**config.mk**
```make
export PLATFORM = sky130hd
export DESIGN_NAME = compare_debounce_flat
export DESIGN_NICKNAME = d
export VERILOG_FILES = /design/src/rtl/compare_debounce_if.sv /design/src/rtl/compare_debounce.sv /design/src/flat_wrapper.sv
export SDC_FILE = /design/constraint.sdc
export NUM_CORES = 1
export LEC_CHECK = 0
export CAP_MARGIN = 5
export CORE_UTILIZATION = 46
export CTS_BUF_LIST = sky130_fd_sc_hd__clkbuf_8
export DETAILED_ROUTE_END_ITERATION = 10
export PLACE_DENSITY = 0.77
export SETUP_SLACK_MARGIN = 0.02
export SYNTH_ARGS = -nofsm -noshare
export SYNTH_HDL_FRONTEND = slang
export SYNTH_SLANG_ARGS = --single-unit
export TNS_END_PERCENT = 10
```
**constraint.sdc**
```tcl
create_clock -name clk -period 2 [get_ports clk]
set_input_delay 0.2 -clock clk [delete_from_list [all_inputs] [get_ports clk]]
set_output_delay 0.2 -clock clk [all_outputs]
set_load 0.02 [all_outputs]
```
**src/rtl/compare_debounce_if.sv**
```systemverilog
// Flag/status bundle between the magnitude comparator side and the debouncer.
// The master drives the comparator flags and reads back the committed relation.
interface compare_debounce_if #(
  parameter int CNT_W   = 4,
  parameter int TRANS_W = 8
);
  logic               sample_en;
  logic               gt;
  logic               lt;
  logic               eq;
  logic [1:0]         state;
  logic               changed;
  logic [CNT_W-1:0]   run_cnt;
  logic               err;
  logic [TRANS_W-1:0] trans_cnt;

  modport master (
    output sample_en, gt, lt, eq,
    input  state, changed, run_cnt, err, trans_cnt
  );

  modport slave (
    input  sample_en, gt, lt, eq,
    output state, changed, run_cnt, err, trans_cnt
  );
endinterface

```
**src/rtl/compare_debounce.sv**
```systemverilog
// Debounces comparator gt/lt/eq flags into a committed ABOVE/BELOW/EQUAL relation,
// with a sticky illegal-flag indicator and a wrapping commit counter.
module compare_debounce #(
  parameter int DEBOUNCE = 4,
  parameter int CNT_W    = 4,
  parameter int TRANS_W  = 8
) (
  input logic              clk,
  input logic              rst,
  compare_debounce_if.slave bus
);

  typedef enum logic [1:0] {
    EQUAL   = 2'b00,
    BELOW   = 2'b01,
    ABOVE   = 2'b10,
    UNKNOWN = 2'b11
  } rel_t;

  rel_t               committed;
  rel_t               candidate;
  rel_t               sample_class;
  logic               illegal;
  logic               commit;
  logic [CNT_W-1:0]   run_count;
  logic [CNT_W-1:0]   run_next;
  logic [TRANS_W-1:0] trans_count;
  logic               changed_pulse;
  logic               err_flag;

  // eq only matters for detecting contradictions; gt=lt=0 alone means EQUAL
  always_comb begin
    illegal      = (bus.gt & bus.lt) | (bus.eq & (bus.gt | bus.lt));
    sample_class = EQUAL;
    if (bus.gt) begin
      sample_class = ABOVE;
    end else if (bus.lt) begin
      sample_class = BELOW;
    end
    run_next = run_count + 1'b1;
    commit   = 1'b0;
    if (bus.sample_en && !illegal && (sample_class != committed)) begin
      if (sample_class == candidate) begin
        commit = (run_next == CNT_W'(DEBOUNCE));
      end else begin
        commit = (DEBOUNCE == 1);
      end
    end
  end

  always_ff @(posedge clk or posedge rst) begin
    if (rst) begin
      committed     <= UNKNOWN;
      candidate     <= UNKNOWN;
      run_count     <= '0;
      trans_count   <= '0;
      changed_pulse <= 1'b0;
      err_flag      <= 1'b0;
    end else begin
      changed_pulse <= 1'b0;
      if (bus.sample_en) begin
        if (illegal) begin
          err_flag  <= 1'b1;
          run_count <= '0;
          candidate <= UNKNOWN;
        end else if (sample_class == committed) begin
          run_count <= '0;
          candidate <= UNKNOWN;
        end else if (commit) begin
          committed     <= sample_class;
          candidate     <= UNKNOWN;
          run_count     <= '0;
          trans_count   <= trans_count + 1'b1;
          changed_pulse <= 1'b1;
        end else if (sample_class == candidate) begin
          run_count <= run_next;
        end else begin
          candidate <= sample_class;
          run_count <= CNT_W'(1);
        end
      end
    end
  end

  assign bus.state     = committed;
  assign bus.changed   = changed_pulse;
  assign bus.run_cnt   = run_count;
  assign bus.err       = err_flag;
  assign bus.trans_cnt = trans_count;

endmodule

```
**src/flat_wrapper.sv**
```systemverilog
// flat-port wrapper written by rule: the top's interface ports become plain ports
module compare_debounce_flat 
#(
  parameter int DEBOUNCE = 4,
  parameter int CNT_W    = 4,
  parameter int TRANS_W  = 8
)
  (clk, rst, bus_sample_en, bus_gt, bus_lt, bus_eq, bus_state, bus_changed, bus_run_cnt, bus_err, bus_trans_cnt);
  compare_debounce_if #(.CNT_W(CNT_W), .TRANS_W(TRANS_W)) bus_i ();
  input logic clk;
  input logic rst;
  input wire logic [$bits(bus_i.sample_en)-1:0] bus_sample_en;
  input wire logic [$bits(bus_i.gt)-1:0] bus_gt;
  input wire logic [$bits(bus_i.lt)-1:0] bus_lt;
  input wire logic [$bits(bus_i.eq)-1:0] bus_eq;
  output wire logic [$bits(bus_i.state)-1:0] bus_state;
  output wire logic [$bits(bus_i.changed)-1:0] bus_changed;
  output wire logic [$bits(bus_i.run_cnt)-1:0] bus_run_cnt;
  output wire logic [$bits(bus_i.err)-1:0] bus_err;
  output wire logic [$bits(bus_i.trans_cnt)-1:0] bus_trans_cnt;
  assign bus_i.sample_en = bus_sample_en;
  assign bus_i.gt = bus_gt;
  assign bus_i.lt = bus_lt;
  assign bus_i.eq = bus_eq;
  assign bus_state = bus_i.state;
  assign bus_changed = bus_i.changed;
  assign bus_run_cnt = bus_i.run_cnt;
  assign bus_err = bus_i.err;
  assign bus_trans_cnt = bus_i.trans_cnt;
  compare_debounce #(.DEBOUNCE(DEBOUNCE), .CNT_W(CNT_W), .TRANS_W(TRANS_W)) u_core (.clk(clk), .rst(rst), .bus(bus_i));
endmodule
```
==> results of run 1 <==
## path summary, 6_finish.rpt
kind	slack (ns)	endpoint	cells after the start
worst min-delay path	0.34	u_core.bus.err	2
max in group asynchronous	1.22	u_core.bus.trans_cnt[6]	2
worst min register to register	0.47	u_core.bus.trans_cnt[7]	1
worst max-delay path	0.1	u_core.bus.trans_cnt[1]	5
min in group clk	0.47	u_core.bus.trans_cnt[7]	1
worst max register to register	0.1	u_core.bus.trans_cnt[1]	5
## worst max-delay path: stages (launching register included)
cell	delay, ns
dfstp_2	0.56
or4bb_1	0.50
nand3_2	0.08
and3_4	0.23
nand3_4	0.10
mux2_4	0.32
## metrics by stage
step | hold slack, ns | utilization (%) | power [mW] | TNS [ns]
finish | 0.3397 | 68.94 | 0.8183 | 0
floorplan | 0.1357 | - | 0.4681 | 0
CTS | 0.3661 | 68.94 | 0.8273 | 0
global route | 0.4138 | 68.94 | 0.8541 | 0
global placement | 0.4460 | 66.19 | 0.5220 | -0.03778
detailed placement | 0.4637 | 66.19 | 0.5278 | -0.2989
## area by class of cell
cell class                 count  share of cell area, %
inverter                       5                  1.360
clock buffer                   4                  3.989
tap                           27                  2.448
timing repair buffer          34                  23.21
sequential                    18                  33.00
multi-input combinational     66                  35.99
## layer usage
layer	track usage, %	vias up	part of all wire (%)	wire (um)
met5	0	-	0	0
met4	7.353	0	0.77	17
met3	2.804	2	4.9	108
met2	37.96	26	50	1110
met1	25.81	400	44	967
li1	-	408	-	-
## power by group through the flow
| stage | logic, mW | clock network (mW) | registers, mW |
|---|---|---|---|
| 2_1_floorplan | 0.0618 | 0 | 0.406 |
| 3_3_place_gp | 0.122 | 0 | 0.400 |
| 3_5_place_dp | 0.126 | 0 | 0.402 |
| 4_1_cts | 0.126 | 0.306 | 0.395 |
| 5_1_grt | 0.136 | 0.320 | 0.397 |
| 6_report | 0.126 | 0.297 | 0.396 |
## cell families (layout without fill, tap and decap cells)
logic type,Yosys count,in the layout,share of synthesized area [%]
compound gates,15,15,9.690
xor+xnor,7,7,6.087
fa+ha+maj,3,3,3.478
buf+inv,9,43,5.466
flops,18,18,45.22
mux,4,4,5.093
simple gates,37,37,24.97
## cell usage after synthesis (all sizes together)
cell    instances
nor2            3
or4             1
and3            5
inv             5
nand4           7
buf             1
nand4b          1
nor3b           2
nand3b          1
a21oi           4
dfstp           4
and4            1
nand2           5
ha              2
xnor2           5
clkbuf          3
or4bb           1
nor3            4
a31oi           1
maj3            1
nor4            1
mux2i           1
o21ai           4
xor2            2
mux2            3
o32ai           1
dfrtp          14
and2b           1
a21o            3
o22ai           1
nand3           4
o31ai           1
## registers in the layout (all words and copies together) (netlist names)
signal,count
u_core.bus.run_cnt,4
u_core.bus.trans_cnt,8
u_core.candidate,2
u_core.bus.state,2
u_core.bus.changed,1
u_core.bus.err,1
==> summary.txt, run 1 <==
STA
  – Rel. slew slack: between 50% and 60%
  – Hold Fails Final Rpt: 0
  – Fmax: 0.5254 GHz
  – Final setup viols: 0
  – Final WS setup: 0.09664 ns
  – Final Cycle Share: a little over nine tenths
  – Worst-Margin Slew: around 0.7 ns
  – Min Tclk post-route: 1.903 ns
  – RSZ-0062 raised after global routing: yes
  – Layout Skew: 0.003438 ns
  – Slew Limit Fails: 0

Worst setup path
  – Crit. Startpoint: u_core.candidate[0]
  – Worst-path maximum fanout: 5
  – CP startpoint kind: register
  – Crit path required time: 2.14 ns
  – WS Path Type: reg2reg
  – Crit path capture type: register
  – WP data arrival: 2.05 ns
  – Worst R2R Start: u_core.candidate[0]

Place
  – Post-DP HPWL: 1670 um
  – Port buffer count: 21
  – Placed inst area: about 1300 um2
  – Pre-CTS WS: -0.06414 ns
  – # placed instances: 150
  – Gpl congestion: approximately 0.81

Synthesis
  – Distinct cells, synth: 40
  – Synthesized flop and latch total: 18
  – Mapped Area: 1007 um2
  – Post-synthesis sequential area ratio: between 40% and 50%
  – Yosys warnings: 0
  – Post-Synthesis Cells: just over 90
  – Area contributors post-synth: dfrtp_1 (35%), dfstp_2 (10%), nand4_1 (4.3%), xnor2_1 (4.3%), mux2_4 (3.0%)
  – Largest area contributor in the netlist: dfrtp_1
  – Synth top area share: around a third
  – Mapped Avg Cell Area: 10.83 um2
  – Syn Nets: about 100

Routing
  – Final antenna-violating net count: 0
  – Routed via count: approximately 840
  – Final Routed Wirelength: 2203 um
  – DR pass1 iterations: 4
  – Via density: around 5.4
  – Initial DRC Count: 12
  – Avg WL per Cell: 14.31 um
  – Drt drc: 0

Floorplanning
  – Area of the core: 2002 um2
  – Die area: ~2400 um2
  – Die Ht: roughly 50 um
  – Die W: 48.80 um
  – I/O pin count: 22
  – Starting Density: around 50%
  – # rows: 16

Clock tree
  – Hold-fix buffers, CTS: 0
  – CTS HTree Levels: 1
  – CTS tree: built
  – Clk slew on worst S/H paths: around 0.07 ns
  – Clk root buf: clkbuf_8
  – Clock Tree Buf Depth: 2
  – Post-cts resize count: 0
  – Clk sinks: 18
  – CTS Buf Count: 3
  – Post-CTS Setup Bufs: 0
  – Worst skew pair latency: about 0.25 ns

Pwr
  – Pwr dens: just under 600 nW/um2
  – Clk pwr share: between 30% and 40%
  – P_int: 0.6205 mW
  – Sw frac: 24.17%
  – Worst vdd ir: 0.0004224 V
  – Sw power: ~0.2 mW
  – Reg power frac: about 48%
  – LEAKAGE: about 0.63 nW
  – Logic pwr share: roughly 15%

Finish
  – Commonest non-fill, non-tap cell in the layout: clkdlybuf4s50_1
  – Most frequent cells in the layout: clkdlybuf4s50_1 (21), dfrtp_1 (14), buf_4 (12)
  – Reg area: 455.4 um2
  – Area growth, synth to finish: 37.02%
  – Finished Cell Area: between 1000 and 1500 um2
  – Final Non-Filler Cells: around 150
  – Share of layout cells above drive strength 1: between 20% and 30%
  – Nets: between 100 and 150
  – # fillers: 161
  – Ant. Diodes: 0
  – Multi-input gate area: ~500 um2

Run status
  – Status: finished, final reports clean

Global route
  – GR Overflow Total: 0
  – Total Routing Usage GR: 21.13%
  – Vias in the first global route: approximately 850
  – First-pass GRT wire length: between 3000 and 4000 um
  – Pin count of the biggest net entering global routing: 19
  – Initial antenna violation count: 0

Run
  – Max-Cap Viols: 0

Hold path
  – HP Class: in2async
Note: power is estimated with default switching activity, not from simulation.
==> run 2: changes to the inputs <==
--- a/config.mk
+++ b/config.mk
@@ -6,6 +6,7 @@
 export NUM_CORES = 1
 export LEC_CHECK = 0
 export CAP_MARGIN = 5
+export CORE_MARGIN = 2
 export CORE_UTILIZATION = 46
 export CTS_BUF_LIST = sky130_fd_sc_hd__clkbuf_8
 export DETAILED_ROUTE_END_ITERATION = 10
==> summary.txt, run 2 (synthesized netlist as in run 1, its figures left out) <==
Routing
  – Routed via count: between 800 and 900
  – Via density: approximately 5.4
  – Initial DRC Count: 11
  – Drt drc: 0
  – Final antenna-violating net count: 0
  – Avg WL per Cell: 14.14 um
  – DR pass1 iterations: 4
  – Final Routed Wirelength: 2192 um

Global route
  – Initial antenna violation count: 0
  – Vias in the first global route: roughly 860
  – Total Routing Usage GR: around a fifth
  – First-pass GRT wire length: about 3800 um
  – Pin count of the biggest net entering global routing: 19
  – GR Overflow Total: 0

Floorplanning
  – Die W: 50.80 um
  – I/O pin count: 22
  – Area of the core: 2022 um2
  – Die area: 2580 um2
  – Die Ht: 50.80 um
  – # rows: 16
  – Starting Density: 49.81%

STA
  – Rel. slew slack: a little under three fifths
  – Hold Fails Final Rpt: 0
  – Final setup viols: 0
  – Slew Limit Fails: 0
  – Fmax: ~0.54 GHz
  – Min Tclk post-route: 1.835 ns
  – Layout Skew: 0.001994 ns
  – RSZ-0062 raised after global routing: no
  – Final WS setup: 0.1650 ns
  – Final Cycle Share: about nine tenths
  – Worst-Margin Slew: roughly 0.65 ns
  – Post-route setup TNS: 0 ns

Hold path
  – HP Class: in2async

Worst setup path
  – WS Path Type: reg2reg
  – Crit path capture type: register
  – R2R Setup Slk: ~0.16 ns
  – Worst Reg-to-Reg Cells: 5
  – WP data arrival: just under 2 ns
  – Worst-path maximum fanout: 5
  – Critical R2R Capture: u_core.bus.trans_cnt[1]
  – Crit path required time: 2.14 ns
  – Worst R2R Start: u_core.candidate[0]
  – CP startpoint kind: register

Clock tree
  – CTS HTree Levels: 1
  – Clk sinks: 18
  – Clock Tree Buf Depth: 2
  – CTS Buf Count: 3
  – CTS tree: built
  – Worst skew pair latency: between 0.2 and 0.3 ns
  – Clk root buf: clkbuf_8
  – Clk slew on worst S/H paths: 0.07 ns

Finish
  – Max FFs per register: 8
  – Final Non-Filler Cells: 155
  – Util after Layout: ~70%
  – Area growth, synth to finish: 38.76%
  – Most frequent cells in the layout: clkdlybuf4s50_1 (21), dfrtp_1 (14), buf_4 (13)
  – Ant. Diodes: 0
  – Nets: between 100 and 150
  – Commonest non-fill, non-tap cell in the layout: clkdlybuf4s50_1
  – Share of layout cells above drive strength 1: between 20 and 30%

Run
  – Max-Cap Viols: 0

Place
  – Pre-CTS WS: -0.06403 ns
  – Port buffer count: 21
  – Post-DP HPWL: between 1500 and 2000 um
  – # placed instances: 151
  – Gpl congestion: 0.7495

Pwr
  – Pwr dens: around 590 nW/um2
  – LEAKAGE: 0.6392 nW
  – Worst vdd ir: 0.0005710 V

Run status
  – Status: finished, final reports clean
-- run 2: changes by cell type in the layout (fill, tap and decap cells not counted) --
cell and change:
buf_4 +1, nor3_1 -2, nor3_2 +2
-- run 2: layout make-up --
| cell class | count | area (um2) |
|---|---|---|
| Timing Repair Buffer | 35 | 327.8 |
| Tap cell | 27 | 33.78 |
| Sequential cell | 18 | 455.4 |
| Clock buffer | 4 | 55.05 |
| Multi-Input combinational cell | 66 | 506.7 |
| Inverter | 5 | 18.77 |
| Fill cell | 158 | 624.3 |
-- run 2: repair_timing --
item / in CTS / in global routing
endpoints found under the hold margin: 0 / 0
endpoints found under the setup margin: 0 / 4
hold buffers: 0 / 0
resized for setup: 0 / 2
setup buffers: 0 / 0
-- run 2: critical path, cell delays in order (launching register included) --
cell and delay [ns]:
dfstp_2 0.57, or4bb_1 0.41, nand3_2 0.08, and3_4 0.23, nand3_4 0.10, mux2_4 0.32
-- run 2: worst max path at each step --
stage | slack (ns) | startpoint | cells past startpoint | to
floorplan | 0.10 | u_core.bus.state[1] | 5 | u_core.bus.trans_cnt[1]
global placement | -0.02 | bus_gt | 7 | u_core.bus.trans_cnt[7]
detailed placement | -0.06 | bus_lt | 6 | u_core.bus.trans_cnt[1]
CTS | 0.08 | u_core.candidate[0] | 5 | u_core.bus.trans_cnt[1]
global route | 0.06 | u_core.bus.state[1] | 6 | u_core.bus.trans_cnt[7]
finish | 0.16 | u_core.candidate[0] | 5 | u_core.bus.trans_cnt[1]
-- run 2: metrics by stage --
stage	hold slack (ns)	cell area (um2)	power [mW]
global route	0.4049	1398	0.8574
CTS	0.3527	1388	0.8269
global placement	0.4454	1333	0.5216
floorplan	0.1357	1007	0.4681
detailed placement	0.4453	1333	0.5262
finish	0.3292	1398	0.8201
-- run 2: power breakdown --
part	total, mW	internal (mW)	switching, mW	leakage (nW)
sequential	0.396	0.381	0.0153	0.230
combinational	0.125	0.0647	0.0600	0.380
clock	0.299	0.175	0.125	0.0288
-- run 2: layer usage --
layer | up-vias | global-route usage [%] | wire, um
met5 | - | 0 | 0
met4 | 0 | 6.757 | 11
met3 | 2 | 3.571 | 86
met2 | 20 | 35.96 | 1122
met1 | 401 | 23.85 | 971
li1 | 412 | - | -
==> run 3: changes to the inputs <==
--- a/config.mk
+++ b/config.mk
@@ -6,6 +6,7 @@
 export NUM_CORES = 1
 export LEC_CHECK = 0
 export CAP_MARGIN = 5
+export CORE_ASPECT_RATIO = 0.8
 export CORE_MARGIN = 2
 export CORE_UTILIZATION = 46
 export CTS_BUF_LIST = sky130_fd_sc_hd__clkbuf_8
==> summary.txt, run 3 (synthesized netlist as in run 1, its figures left out) <==
Finish
  – Most frequent cells in the layout: clkdlybuf4s50_1 (21), buf_4 (14), dfrtp_1 (14)
  – Ant. Diodes: 0
  – Commonest non-fill, non-tap cell in the layout: clkdlybuf4s50_1
  – Max FFs per register: 8
  – Nets: 137
  – Final Non-Filler Cells: around 150
  – Area growth, synth to finish: 35.78%
  – Share of layout cells above drive strength 1: between 20 and 30%
  – # fillers: roughly 190

Worst setup path
  – WP data arrival: 2.04 ns
  – Crit path capture type: register
  – Worst-path maximum fanout: 5
  – Crit path required time: around 2.1 ns
  – WS Path Type: reg2reg
  – CP startpoint kind: register
  – R2R Setup Slk: between 0.1 and 0.15 ns

Floorplanning
  – Area of the core: 2121 um2
  – # rows: 15
  – Die Ht: 45.86 um
  – I/O pin count: 22
  – Die area: 2582 um2
  – Die W: roughly 56 um
  – Starting Density: between 40% and 50%

STA
  – RSZ-0062 raised after global routing: yes
  – Post-route setup TNS: 0 ns
  – Rel. slew slack: 53.84%
  – Final setup viols: 0
  – Fmax: ~0.53 GHz
  – Min Tclk post-route: 1.899 ns
  – Final Hold Slack: 0.3563 ns
  – Layout Skew: between 0.003 and 0.004 ns
  – Worst-Margin Slew: 0.6916 ns
  – Final Cycle Share: 94.96%
  – Hold Fails Final Rpt: 0
  – Slew Limit Fails: 0

Clock tree
  – Clk slew on worst S/H paths: roughly 0.070 ns
  – Post-CTS Setup Bufs: 0
  – CTS Buf Count: 3
  – CTS HTree Levels: 1
  – Worst skew pair latency: 0.25 ns
  – Clk sinks: 18
  – Clock Tree Buf Depth: 2
  – CTS tree: built
  – Hold-fix buffers, CTS: 0
  – Clk root buf: clkbuf_8
  – Post-cts resize count: 0

Pwr
  – Worst vdd ir: roughly 0.00048 V
  – Clk pwr share: between 30% and 40%
  – Pwr dens: 565.2 nW/um2
  – Sw power: 0.1931 mW
  – LEAKAGE: around 0.63 nW
  – Reg power frac: about half
  – P_int: between 0.5 and 0.6 mW
  – Sw frac: 24.98%
  – Logic pwr share: between 10% and 20%

Routing
  – DR pass1 iterations: 4
  – Drt drc: 0
  – Via density: between 5 and 6
  – Initial DRC Count: 18
  – Avg WL per Cell: 14.44 um
  – Final Routed Wirelength: about 2200 um
  – Routed via count: ~850
  – Final antenna-violating net count: 0

Global route
  – GR Overflow Total: 0
  – Total Routing Usage GR: 19.05%
  – Vias in the first global route: approximately 850
  – First-pass GRT wire length: roughly 3700 um
  – Initial antenna violation count: 0
  – Pin count of the biggest net entering global routing: 19

Place
  – Gpl congestion: approximately 0.76
  – Port buffer count: 21
  – Post-DP HPWL: 1622 um
  – # placed instances: 149

Run
  – Max-Cap Viols: 0

Hold path
  – HP Class: in2async

Run status
  – Status: finished, final reports clean
## run 3: metrics by stage
stage / power, mW / instance area, um2 / utilization [%] / setup slack, ns
after floorplan: 0.4681 / 1007 / - / 0.1004
after global placement: 0.5191 / 1318 / 62.12 / -0.02006
after detailed placement: 0.5231 / 1318 / 62.12 / -0.05821
after CTS: 0.7783 / 1363 / 64.25 / 0.07258
after global routing: 0.8085 / 1368 / 64.48 / 0.01847
final: 0.7730 / 1368 / 64.48 / 0.1007
## run 3: path summary, 6_finish.rpt
kind	endpoint	depth (start not counted)	start
min	u_core.bus.trans_cnt[5]	2	rst
min reg2reg	u_core.bus.trans_cnt[7]	1	u_core.bus.trans_cnt[7]
max	u_core.bus.trans_cnt[1]	5	u_core.candidate[0]
max in group asynchronous	u_core.bus.trans_cnt[1]	2	rst
max reg2reg	u_core.bus.trans_cnt[1]	5	u_core.candidate[0]
min in group clk	u_core.bus.trans_cnt[7]	1	u_core.bus.trans_cnt[7]
## run 3: per-layer routing
metal	global-route usage, %	vias up	part of all wire (%)
met5	0	-	0
met2	33.18	18	47
li1	-	411	-
met1	22.63	414	47
met3	6.818	5	4.3
met4	5.714	0	1.2
## run 3: power groups by stage
stage	clock [mW]	sequential, mW	combinational, mW
final	0.255	0.396	0.122
after global routing	0.278	0.397	0.133
after CTS	0.261	0.395	0.122
after detailed placement	0	0.401	0.122
after global placement	0	0.400	0.119
after floorplan	0	0.406	0.0618
## run 3: worst max-delay path, stage by stage, from the launching register on
cell	delay, ns
dfstp_2	0.56
or4bb_1	0.50
nand3_2	0.09
and3_4	0.22
nand3_4	0.10
mux2_4	0.32
## run 3: cell type report
class / count / area, um2 / share of cell area (%)
Inverter: 5 / 18.77 / 1.372
Clock buffer: 3 / 41.29 / 3.019
Multi-Input combinational cell: 66 / 501.7 / 36.69
Tap cell: 25 / 31.28 / 2.287
Timing Repair Buffer: 35 / 315.3 / 23.06
Clock inverter: 1 / 3.754 / 0.2745
Sequential cell: 18 / 455.4 / 33.30
